===== src/rtl/fp_pkg.sv =====
// Shared widths, field positions and FSM states for the integer <-> simplified-FP converters.
// FP word layout is {sign, exp[EXP_W-1:0], frac[FRAC_W-1:0]}, value 0.frac * 2^exp.
package fp_pkg;

  localparam int FRAC_W   = 8;
  localparam int EXP_W    = 4;
  localparam int FP_W     = 1 + EXP_W + FRAC_W;
  localparam int INT_W    = FRAC_W;
  localparam int MAG_W    = INT_W - 1;

  localparam int SIGN_POS = FP_W - 1;
  localparam int EXP_MSB  = FP_W - 2;
  localparam int EXP_LSB  = FRAC_W;
  localparam int FRAC_MSB = FRAC_W - 1;
  localparam int FRAC_LSB = 0;

  // Exponent before any normalising shift: the raw magnitude sits as 0.0mmmmmmm * 2^FRAC_W.
  localparam logic [EXP_W-1:0] EXP_INIT = EXP_W'(FRAC_W);

  typedef enum logic [1:0] {
    IDLE = 2'd0,
    NORM = 2'd1,
    DONE = 2'd2
  } conv_state_t;

endpackage


===== src/rtl/int_to_fp_if.sv =====
// Handshake bundle between an integer source, the converter and an FP consumer.
// slave = converter side, master = source/consumer side.
interface int_to_fp_if;
  import fp_pkg::*;

  logic             in_valid;
  logic             in_ready;
  logic [INT_W-1:0] int_in;
  logic             out_valid;
  logic             out_ready;
  logic [FP_W-1:0]  fp_out;
  logic             busy;

  modport master (
    output in_valid, int_in, out_ready,
    input  in_ready, out_valid, fp_out, busy
  );

  modport slave (
    input  in_valid, int_in, out_ready,
    output in_ready, out_valid, fp_out, busy
  );

endinterface


===== src/rtl/int_to_fp_lzc7.sv =====
// 7-bit leading-zero counter, purely combinational; returns 7 for an all-zero input.
module lzc7 (
  input  logic [6:0] i_dat,
  output logic [2:0] o_cnt
);

  logic [2:0] w_cnt;

  // Ascending scan so the most significant set bit is the last (winning) assignment.
  always_comb begin
    w_cnt = 3'd7;
    for (int i = 0; i < 7; i++) begin
      if (i_dat[i]) begin
        w_cnt = 3'(6 - i);
      end
    end
  end

  assign o_cnt = w_cnt;

endmodule


===== src/rtl/int_to_fp.sv =====
// Sign-magnitude int -> {sign,exp,frac} FP; iterative 1-bit/clk normalisation, result held until out_ready.
// INT_TO_FP_FASTNORM_EN: leading-zero count normalises at the accept edge, NORM is never entered.
module int_to_fp
  import fp_pkg::*;
(
  input  logic       clk,
  input  logic       reset_n,
  int_to_fp_if.slave bus
);

  conv_state_t      r_state;
  conv_state_t      w_next;
  logic [FP_W-1:0]  r_fp_out;
  logic [FP_W-1:0]  w_result;
  logic             w_load;

  logic [MAG_W-1:0] w_mag;
  logic             w_sign_in;
  logic             w_mag_zero;
  logic             w_accept;

  assign w_mag      = bus.int_in[MAG_W-1:0];
  assign w_sign_in  = bus.int_in[INT_W-1];
  assign w_mag_zero = (w_mag == '0);
  assign w_accept   = (r_state == IDLE) && bus.in_valid;

`ifdef INT_TO_FP_FASTNORM_EN
  logic [2:0]        w_lz;
  logic [2:0]        w_shift;
  logic [FRAC_W-1:0] w_norm_frac;
  logic [EXP_W-1:0]  w_norm_exp;

  lzc7 u_lzc (
    .i_dat (w_mag),
    .o_cnt (w_lz)
  );

  // A zero magnitude wraps w_shift, but zero takes its own canonical path below.
  assign w_shift     = w_lz + 3'd1;
  assign w_norm_frac = {1'b0, w_mag} << w_shift;
  assign w_norm_exp  = EXP_W'(MAG_W) - EXP_W'(w_lz);
`else
  logic              r_sign;
  logic [EXP_W-1:0]  r_exp;
  logic [FRAC_W-1:0] r_frac;
  logic [FRAC_W-1:0] w_frac_shl;
  logic [EXP_W-1:0]  w_exp_dec;

  assign w_frac_shl = r_frac << 1;
  assign w_exp_dec  = r_exp - 1'b1;

  always_ff @(posedge clk) begin
    if (!reset_n) begin
      r_sign <= 1'b0;
      r_exp  <= '0;
      r_frac <= '0;
    end else if (w_accept) begin
      if (w_mag_zero) begin
        r_sign <= 1'b0;
        r_exp  <= '0;
        r_frac <= '0;
      end else begin
        r_sign <= w_sign_in;
        r_exp  <= EXP_INIT;
        r_frac <= {1'b0, w_mag};
      end
    end else if (r_state == NORM) begin
      r_frac <= w_frac_shl;
      r_exp  <= w_exp_dec;
    end
  end
`endif

  always_ff @(posedge clk) begin
    if (!reset_n) begin
      r_state <= IDLE;
    end else begin
      r_state <= w_next;
    end
  end

  // Next state plus the FP word latched on every entry into DONE.
  always_comb begin
    w_next   = r_state;
    w_load   = 1'b0;
    w_result = r_fp_out;
    case (r_state)
      IDLE: begin
        if (bus.in_valid) begin
          if (w_mag_zero) begin
            w_next   = DONE;
            w_load   = 1'b1;
            w_result = '0;
          end else begin
`ifdef INT_TO_FP_FASTNORM_EN
            w_next                      = DONE;
            w_load                      = 1'b1;
            w_result[SIGN_POS]          = w_sign_in;
            w_result[EXP_MSB:EXP_LSB]   = w_norm_exp;
            w_result[FRAC_MSB:FRAC_LSB] = w_norm_frac;
`else
            w_next = NORM;
`endif
          end
        end
      end
      NORM: begin
`ifdef INT_TO_FP_FASTNORM_EN
        w_next = IDLE;
`else
        if (r_frac[FRAC_W-2]) begin
          w_next                      = DONE;
          w_load                      = 1'b1;
          w_result[SIGN_POS]          = r_sign;
          w_result[EXP_MSB:EXP_LSB]   = w_exp_dec;
          w_result[FRAC_MSB:FRAC_LSB] = w_frac_shl;
        end
`endif
      end
      DONE: begin
        if (bus.out_ready) begin
          w_next = IDLE;
        end
      end
      default: w_next = IDLE;
    endcase
  end

  always_ff @(posedge clk) begin
    if (!reset_n) begin
      r_fp_out <= '0;
    end else if (w_load) begin
      r_fp_out <= w_result;
    end
  end

  assign bus.in_ready  = (r_state == IDLE);
  assign bus.out_valid = (r_state == DONE);
  assign bus.busy      = (r_state == NORM);
  assign bus.fp_out    = r_fp_out;

endmodule

===== src/flat_wrapper.sv =====
// flat-port wrapper written by rule: the top's interface ports become plain ports
module int_to_fp_flat import fp_pkg::*;
  (clk, reset_n, bus_in_valid, bus_int_in, bus_out_ready, bus_in_ready, bus_out_valid, bus_fp_out, bus_busy);
  int_to_fp_if bus_i ();
  input  logic clk;
  input  logic reset_n;
  input wire logic [$bits(bus_i.in_valid)-1:0] bus_in_valid;
  input wire logic [$bits(bus_i.int_in)-1:0] bus_int_in;
  input wire logic [$bits(bus_i.out_ready)-1:0] bus_out_ready;
  output wire logic [$bits(bus_i.in_ready)-1:0] bus_in_ready;
  output wire logic [$bits(bus_i.out_valid)-1:0] bus_out_valid;
  output wire logic [$bits(bus_i.fp_out)-1:0] bus_fp_out;
  output wire logic [$bits(bus_i.busy)-1:0] bus_busy;
  assign bus_i.in_valid = bus_in_valid;
  assign bus_i.int_in = bus_int_in;
  assign bus_i.out_ready = bus_out_ready;
  assign bus_in_ready = bus_i.in_ready;
  assign bus_out_valid = bus_i.out_valid;
  assign bus_fp_out = bus_i.fp_out;
  assign bus_busy = bus_i.busy;
  int_to_fp u_core (.clk(clk), .reset_n(reset_n), .bus(bus_i));
endmodule

===== config.mk =====
export PLATFORM = sky130hd
export DESIGN_NAME = int_to_fp_flat
export DESIGN_NICKNAME = d
export VERILOG_FILES = /design/src/rtl/fp_pkg.sv /design/src/rtl/int_to_fp_if.sv /design/src/rtl/int_to_fp_lzc7.sv /design/src/rtl/int_to_fp.sv /design/src/flat_wrapper.sv
export SDC_FILE = /design/constraint.sdc
export NUM_CORES = 1
export LEC_CHECK = 0
export ABC_CLOCK_PERIOD_IN_PS = 5000
export BUFFER_PORTS_ARGS = -buffer_cell sky130_fd_sc_hd__buf_2
export CAP_MARGIN = 10
export CORE_UTILIZATION = 54
export CTS_BUF_LIST = sky130_fd_sc_hd__clkbuf_16
export DETAILED_ROUTE_END_ITERATION = 10
export PLACE_DENSITY = 0.91
export SLEW_MARGIN = 20
export SYNTH_ARGS = -nofsm -noshare
export SYNTH_HDL_FRONTEND = slang
export SYNTH_SLANG_ARGS = --single-unit

===== constraint.sdc =====
create_clock -name clk -period 5 [get_ports clk]
set_clock_uncertainty 0.2 [all_clocks]
set_input_delay 1.5 -clock clk [delete_from_list [all_inputs] [get_ports clk]]
set_output_delay 1.5 -clock clk [all_outputs]
set_load 0.005 [all_outputs]

## Yosys cells after proc, flatten, opt, wreduce, memory -nomap -nowiden

Index checks and enable logic that the tools add are counted.
W data, S select, Z words.

- Register bits: 27
- Bits in read-only memories: 0
- Latch bits: 0
- Memories kept: 0
- Bits in writable memories: 0
- Logic and storage cells: 39
- Input bits: 12

- Reductions and logical operators: 7
- Multiplexer cells: 20
- Divide/modulo/power cells: 0
- Equality and inequality tests: 6
- Multiply operators: 0
- $lt $le $gt $ge: 0
- Shift operators: 0
- Add/subtract/negate cells: 1
- Bitwise logic cells: 0

Operators with widths:

| kind | number |
|---|---|
| $mux W13 | 3 |
| $pmux W13 S2 | 1 |
| $mux W7 | 3 |
| $mux W4 | 3 |
| $mux W2 | 4 |
| $logic_not A7 Y1 | 1 |
| $pmux W2 S3 | 1 |
| $reduce_and A5 Y1 | 1 |
| $mux W1 | 4 |
| $ne A2 B1 Y1 const B | 2 |
| $ne A2 B2 Y1 const B | 2 |
| $reduce_bool A2 Y1 | 2 |
| $sub A4 B1 Y4 const B | 1 |
| $reduce_and A3 Y1 | 1 |
| $eq A2 B1 Y1 const B | 1 |
| $eq A2 B2 Y1 const B | 1 |
| $logic_not A2 Y1 | 1 |
| $pmux W1 S2 | 1 |
| $logic_and A1 B1 Y1 | 1 |

## Logic depth before layout (Yosys ltp)

- Word-level depth: 5
- Depth in mapped cells: 6
- Depth with buffers taken out: 4

## Least setup slack after synthesis

No wires, ideal clock.

- Kind: input to register
- From: input port bus_int_in[3]
- To: register u_core.r_fp_out[11] (netlist: u_core.bus.fp_out[11])
- Cell stages on the path: 4
- Slack: 2.271 ns
- Arrival time: 2.412 ns
- Data required time: 4.683 ns
- Setup time: 0.117 ns
- Buffers on the path: 1
- Cells stage by stage: nor4_1 > a311oi_2 > buf_6 > a22o_1

- Longest elaborated chain between the ends: 5
- Elaborated cells between the ends (all ways): 6
- Those cells by class: 1 x eq/ne; 3 x mux; 2 x reduce/logical

Ends and longest elaborated chain:

| item | RTL line | source |
|---|---|---|
| start, declared | flat_wrapper.sv:8 | `input wire logic [$bits(bus_i.int_in)-1:0] bus_int_in;` |
| $logic_not A7 Y1 (*) | int_to_fp.sv:24 | `assign w_mag_zero = (w_mag == '0);` |
| $mux W1 | int_to_fp.sv:90 | `if (w_mag_zero) begin` |
| $mux W1 | int_to_fp.sv:89 | `if (bus.in_valid) begin` |
| $pmux W1 S2 | int_to_fp.sv:87 | `case (r_state)` |
| $reduce_and A5 Y1 (no source line) (*) | - |  |
| end signal, assigned | int_to_fp.sv:133 | `r_fp_out <= w_result;` |
| end, declared | int_to_fp.sv:13 | `logic [FP_W-1:0] r_fp_out;` |

Every way passes the cells marked *; elsewhere a longest branch is shown, timed or not.
A chain may end at the register's enable or synchronous reset.

## Worst setup path after layout

- From: register u_core.r_state[0]
- To: output port bus_busy

- Longest elaborated chain between the ends: 1

Ends and longest elaborated chain:

| item | RTL line | source |
|---|---|---|
| start, declared | int_to_fp.sv:11 | `conv_state_t r_state;` |
| start signal, assigned | int_to_fp.sv:78 | `r_state <= w_next;` |
| $eq A2 B1 Y1 | int_to_fp.sv:139 | `assign bus.busy = (r_state == NORM);` |
| end, declared | flat_wrapper.sv:13 | `output wire logic [$bits(bus_i.busy)-1:0] bus_busy;` |

Every way passes these cells.

==> tab_implementation.tex <==
\begin{tabular}{lr}
\hline
Metric & Value \\
\hline
\multicolumn{2}{l}{\textbf{Run status}} \\
\quad Run status & finished, final reports clean \\
\multicolumn{2}{l}{\textbf{Detailed routing}} \\
\quad Remaining DRCs & 0 \\
\quad Count of nets left with antenna violations after detail routing & 0 \\
\quad Final routed wire length divided by cell count & 14.9 um \\
\quad Number of detailed-route iterations in the first pass & 4 \\
\quad Routed vias/inst & 5.99 \\
\quad Via count of the routed design & 953 \\
\quad DRC marker count from the first detailed-route iteration & 29 \\
\quad Wire length after detailed routing & 2.36 mm \\
\multicolumn{2}{l}{\textbf{Yosys}} \\
\quad Synthesized cell area & 0.00109 sq mm \\
\quad Fraction of the mapped netlist area in compound gates & 0.262 \\
\quad Proportion of synthesized flip-flops having asynchronous set or reset & 0 \\
\quad Mapped Cells & 112 \\
\quad Netlist cell types & 37 \\
\quad Post-synth top flop & sky130\_fd\_sc\_hd\_\_dfxtp\_1 \\
\quad Synthesized-area fraction occupied by and/or/nand/nor cells & 0.171 \\
\quad Mux share of post-synthesis cell area & 0 \\
\quad Post-synthesis adder-cell area fraction & 0.0115 \\
\quad Number of warnings reported in the yosys synthesis log & 0 \\
\quad Number of enable-type register cells in the synthesized netlist & 0 \\
\quad Synthesized-area fraction occupied by xor and xnor cells & 0.0161 \\
\quad Dominant combinational cell family by area after synthesis & compound AO/OA/AOI/OAI gates \\
\quad Flop and latch count out of synthesis & 26 \\
\quad Share of the yosys chip area belonging to registers & 0.478 \\
\quad Mapped Avg Cell Area & 9.72 sq um \\
\quad Post-Synthesis Net Count & 125 \\
\multicolumn{2}{l}{\textbf{Power}} \\
\quad Switching Power & 0.108 mW \\
\quad Sequential fraction of design power & 0.500 \\
\quad Maximum ir drop on the vdd rail & 0.000227 V \\
\quad Sw frac & 0.236 \\
\quad PnR Total Power & 0.455 mW \\
\quad Total internal power & 0.348 mW \\
\quad Power density over the cells & 356 mW/mm\^{}2 \\
\quad Power share of the combinational group & 0.126 \\
\quad Part of the total power dissipated in the clock network & 0.374 \\
\quad Reported leakage power & 0.561 nW \\
\multicolumn{2}{l}{\textbf{Worst setup path}} \\
\quad Kind of end point of the critical path & output port \\
\quad Critical-path cell with the highest stage delay & sky130\_fd\_sc\_hd\_\_dfxtp\_1 \\
\quad Max Fanout on Critical Path & 12 \\
\quad Critical path launch point type & register \\
\quad Highest cell delay on the worst timing path & 460 ps \\
\quad Arrival time of the worst setup path & 1450 ps \\
\quad Cells along the critical path & nand2b\_1 -> inv\_1 -> buf\_2 \\
\quad Critical path class & reg2out \\
\quad Required time of the critical path & 3300 ps \\
\multicolumn{2}{l}{\textbf{CTS}} \\
\quad Clock Tree Buf Depth & 2 \\
\quad H-tree levels & 1 \\
\quad Clock transition at the registers of the reported paths & 60 ps \\
\quad Root Driver & sky130\_fd\_sc\_hd\_\_clkbuf\_16 \\
\quad Number of buffers added to fix hold violations after cts & 0 \\
\quad Number of buffers added by the clock tree synthesis step & 3 \\
\quad Clock Sinks & 26 \\
\quad TritonCTS clock tree & yes \\
\quad Number of setup buffers added after CTS & 0 \\
\quad Post-CTS resize count & 0 \\
\quad Clock latency on the worst-skew pair & 250 ps \\
\multicolumn{2}{l}{\textbf{Place}} \\
\quad Buffers on Ports & 26 \\
\quad Hpwl dp & 1.67 mm \\
\quad Placed Instances & 156 \\
\quad Cell area after placement & 0.00120 sq mm \\
\quad Global placer's final weighted congestion & 0.850 \\
\quad Worst-case setup slack after placement & 1930 ps \\
\multicolumn{2}{l}{\textbf{STA}} \\
\quad Minimum hold slack & 265 ps \\
\quad Number of slew-limit violations in the final report & 0 \\
\quad Final setup slack of the worst path & 1850 ps \\
\quad Final setup violation count & 0 \\
\quad Tightest Pin Transition & 810 ps \\
\quad Timing-limited maximum frequency & 318 MHz \\
\quad Sum of negative setup slack & 0 ps \\
\quad Final hold violation count & 0 \\
\quad Final min period & 3150 ps \\
\quad Unrepaired setup endpoints after global routing & no \\
\quad Final period utilization & 0.630 \\
\quad Max-slew headroom & 0.460 \\
\multicolumn{2}{l}{\textbf{Layout}} \\
\quad Area added between synthesis and finish & 17.4\% \\
\quad Diodes inserted & 0 \\
\quad Final-layout fill cell count & 146 \\
\quad Number of nets at the end of the flow & 149 \\
\quad Register area & 520 sq um \\
\quad Number of standard cells in the layout, taps in and fillers out & 159 \\
\quad Most frequent cells in the layout & 26 x sky130\_fd\_sc\_hd\_\_buf\_2, 26 x sky130\_fd\_sc\_hd\_\_dfxtp\_1, 11 x sky130\_fd\_sc\_hd\_\_nand2\_1 \\
\quad Fin util & 0.709 \\
\quad Layout Cell Area excl Fill & 0.00128 sq mm \\
\quad Ratio of cells with drive above 1 in the final layout & 0.231 \\
\quad Area of the multi-input gates & 505 sq um \\
\multicolumn{2}{l}{\textbf{Global routing}} \\
\quad Antenna violations before repair & 0 \\
\quad Overall routing resource usage & 0.236 \\
\quad Pin count of the biggest net entering global routing & 14 \\
\quad Global-route wire length before repair & 3.61 mm \\
\quad Global route overflow & 0 \\
\quad Vias in the first global route & 841 \\
\multicolumn{2}{l}{\textbf{Hold path}} \\
\quad Type of the worst min-delay path & reg2reg \\
\multicolumn{2}{l}{\textbf{Floorplanning}} \\
\quad Core region area & 0.00180 sq mm \\
\quad Initial standard-cell utilization of the core & 0.604 \\
\quad Die Y & 46.9 um \\
\quad Die Outline Area & 0.00220 sq mm \\
\quad Boundary Pins & 28 \\
\quad Width of the die & 46.9 um \\
\quad Placement Rows & 15 \\
\multicolumn{2}{l}{\textbf{Flow run}} \\
\quad Max Cap Viol & 0 \\
\hline
\end{tabular}
==> routing by layer <==
metal	vias up	wire length (um)	global-route usage
li1	460	-	-
met1	443	1050	0.309
met2	44	1130	0.386
met3	6	143	0.0308
met4	0	36	0.114
met5	-	0	0
==> Yosys cell counts (all sizes together) (2+ instances only) <==
library cell | number | area share
nand2 | 11 | 0.038
a21oi | 10 | 0.046
nand3 | 2 | 0.0092
o211ai | 2 | 0.014
xor2 | 2 | 0.016
dfxtp | 26 | 0.48
o21bai | 2 | 0.014
inv | 4 | 0.014
nor3 | 3 | 0.014
nor2 | 4 | 0.014
buf | 5 | 0.037
nor2b | 2 | 0.011
a22o | 10 | 0.080
clkbuf | 2 | 0.0069
a22oi | 6 | 0.041
nand4b | 2 | 0.016
==> final timing paths <==
path | start | slack, ps | depth (start not counted) | end
worst min-delay path | u_core.bus.fp_out[7]$_SDFFE_PN0P_ | 260 | 2 | u_core.bus.fp_out[7]$_SDFFE_PN0P_
worst max register to register | u_core.r_state[1]$_SDFFE_PN0P_ | 3080 | 3 | u_core.bus.fp_out[3]$_SDFFE_PN0P_
worst max-delay path | u_core.r_state[0]$_SDFFE_PN0P_ | 1850 | 3 | bus_busy
worst min register to register | u_core.bus.fp_out[7]$_SDFFE_PN0P_ | 260 | 2 | u_core.bus.fp_out[7]$_SDFFE_PN0P_
==> registers in the layout (all words and copies together) (netlist names) <==
signal and flops:
u_core.r_sign 1, u_core.r_state 2, u_core.r_exp 4, u_core.r_frac 7, u_core.bus.fp_out 12
==> final cells by class <==
type                    count  share of cell area
flip-flops and latches     26               0.407
clock buffers               3              0.0588
well taps                  25              0.0245
repair buffers             26               0.102
multi-input cells          75               0.396
inverters                   4              0.0118
==> logic make-up after synthesis <==
| logic type | Yosys count |
|---|---|
| AO/OA/AOI/OAI | 38 |
| XOR/XNOR | 2 |
| adder cells (fa/ha/maj) | 1 |
| buffers and inverters | 11 |
| flip-flops | 26 |
| other | 1 |
| AND/OR/NAND/NOR | 33 |
==> worst max-delay path: cells and delay by family, from the launching register on <==
kind / cells / cell delay, ps
flip-flops: 1 / 460
AND/OR/NAND/NOR: 1 / 200
buffers and inverters: 2 / 530
==> power groups by stage <==
| stage | Combinational (mW) | Clock [mW] | Sequential (mW) |
|---|---|---|---|
| after CTS | 0.0566 | 0.173 | 0.228 |
| after global placement | 0.0547 | 0 | 0.231 |
| after floorplan | 0.0439 | 0 | 0.229 |
| after detailed placement | 0.0561 | 0 | 0.232 |
| after global routing | 0.0627 | 0.179 | 0.229 |
| final | 0.0573 | 0.170 | 0.228 |
(Power assumes the default switching activity.)
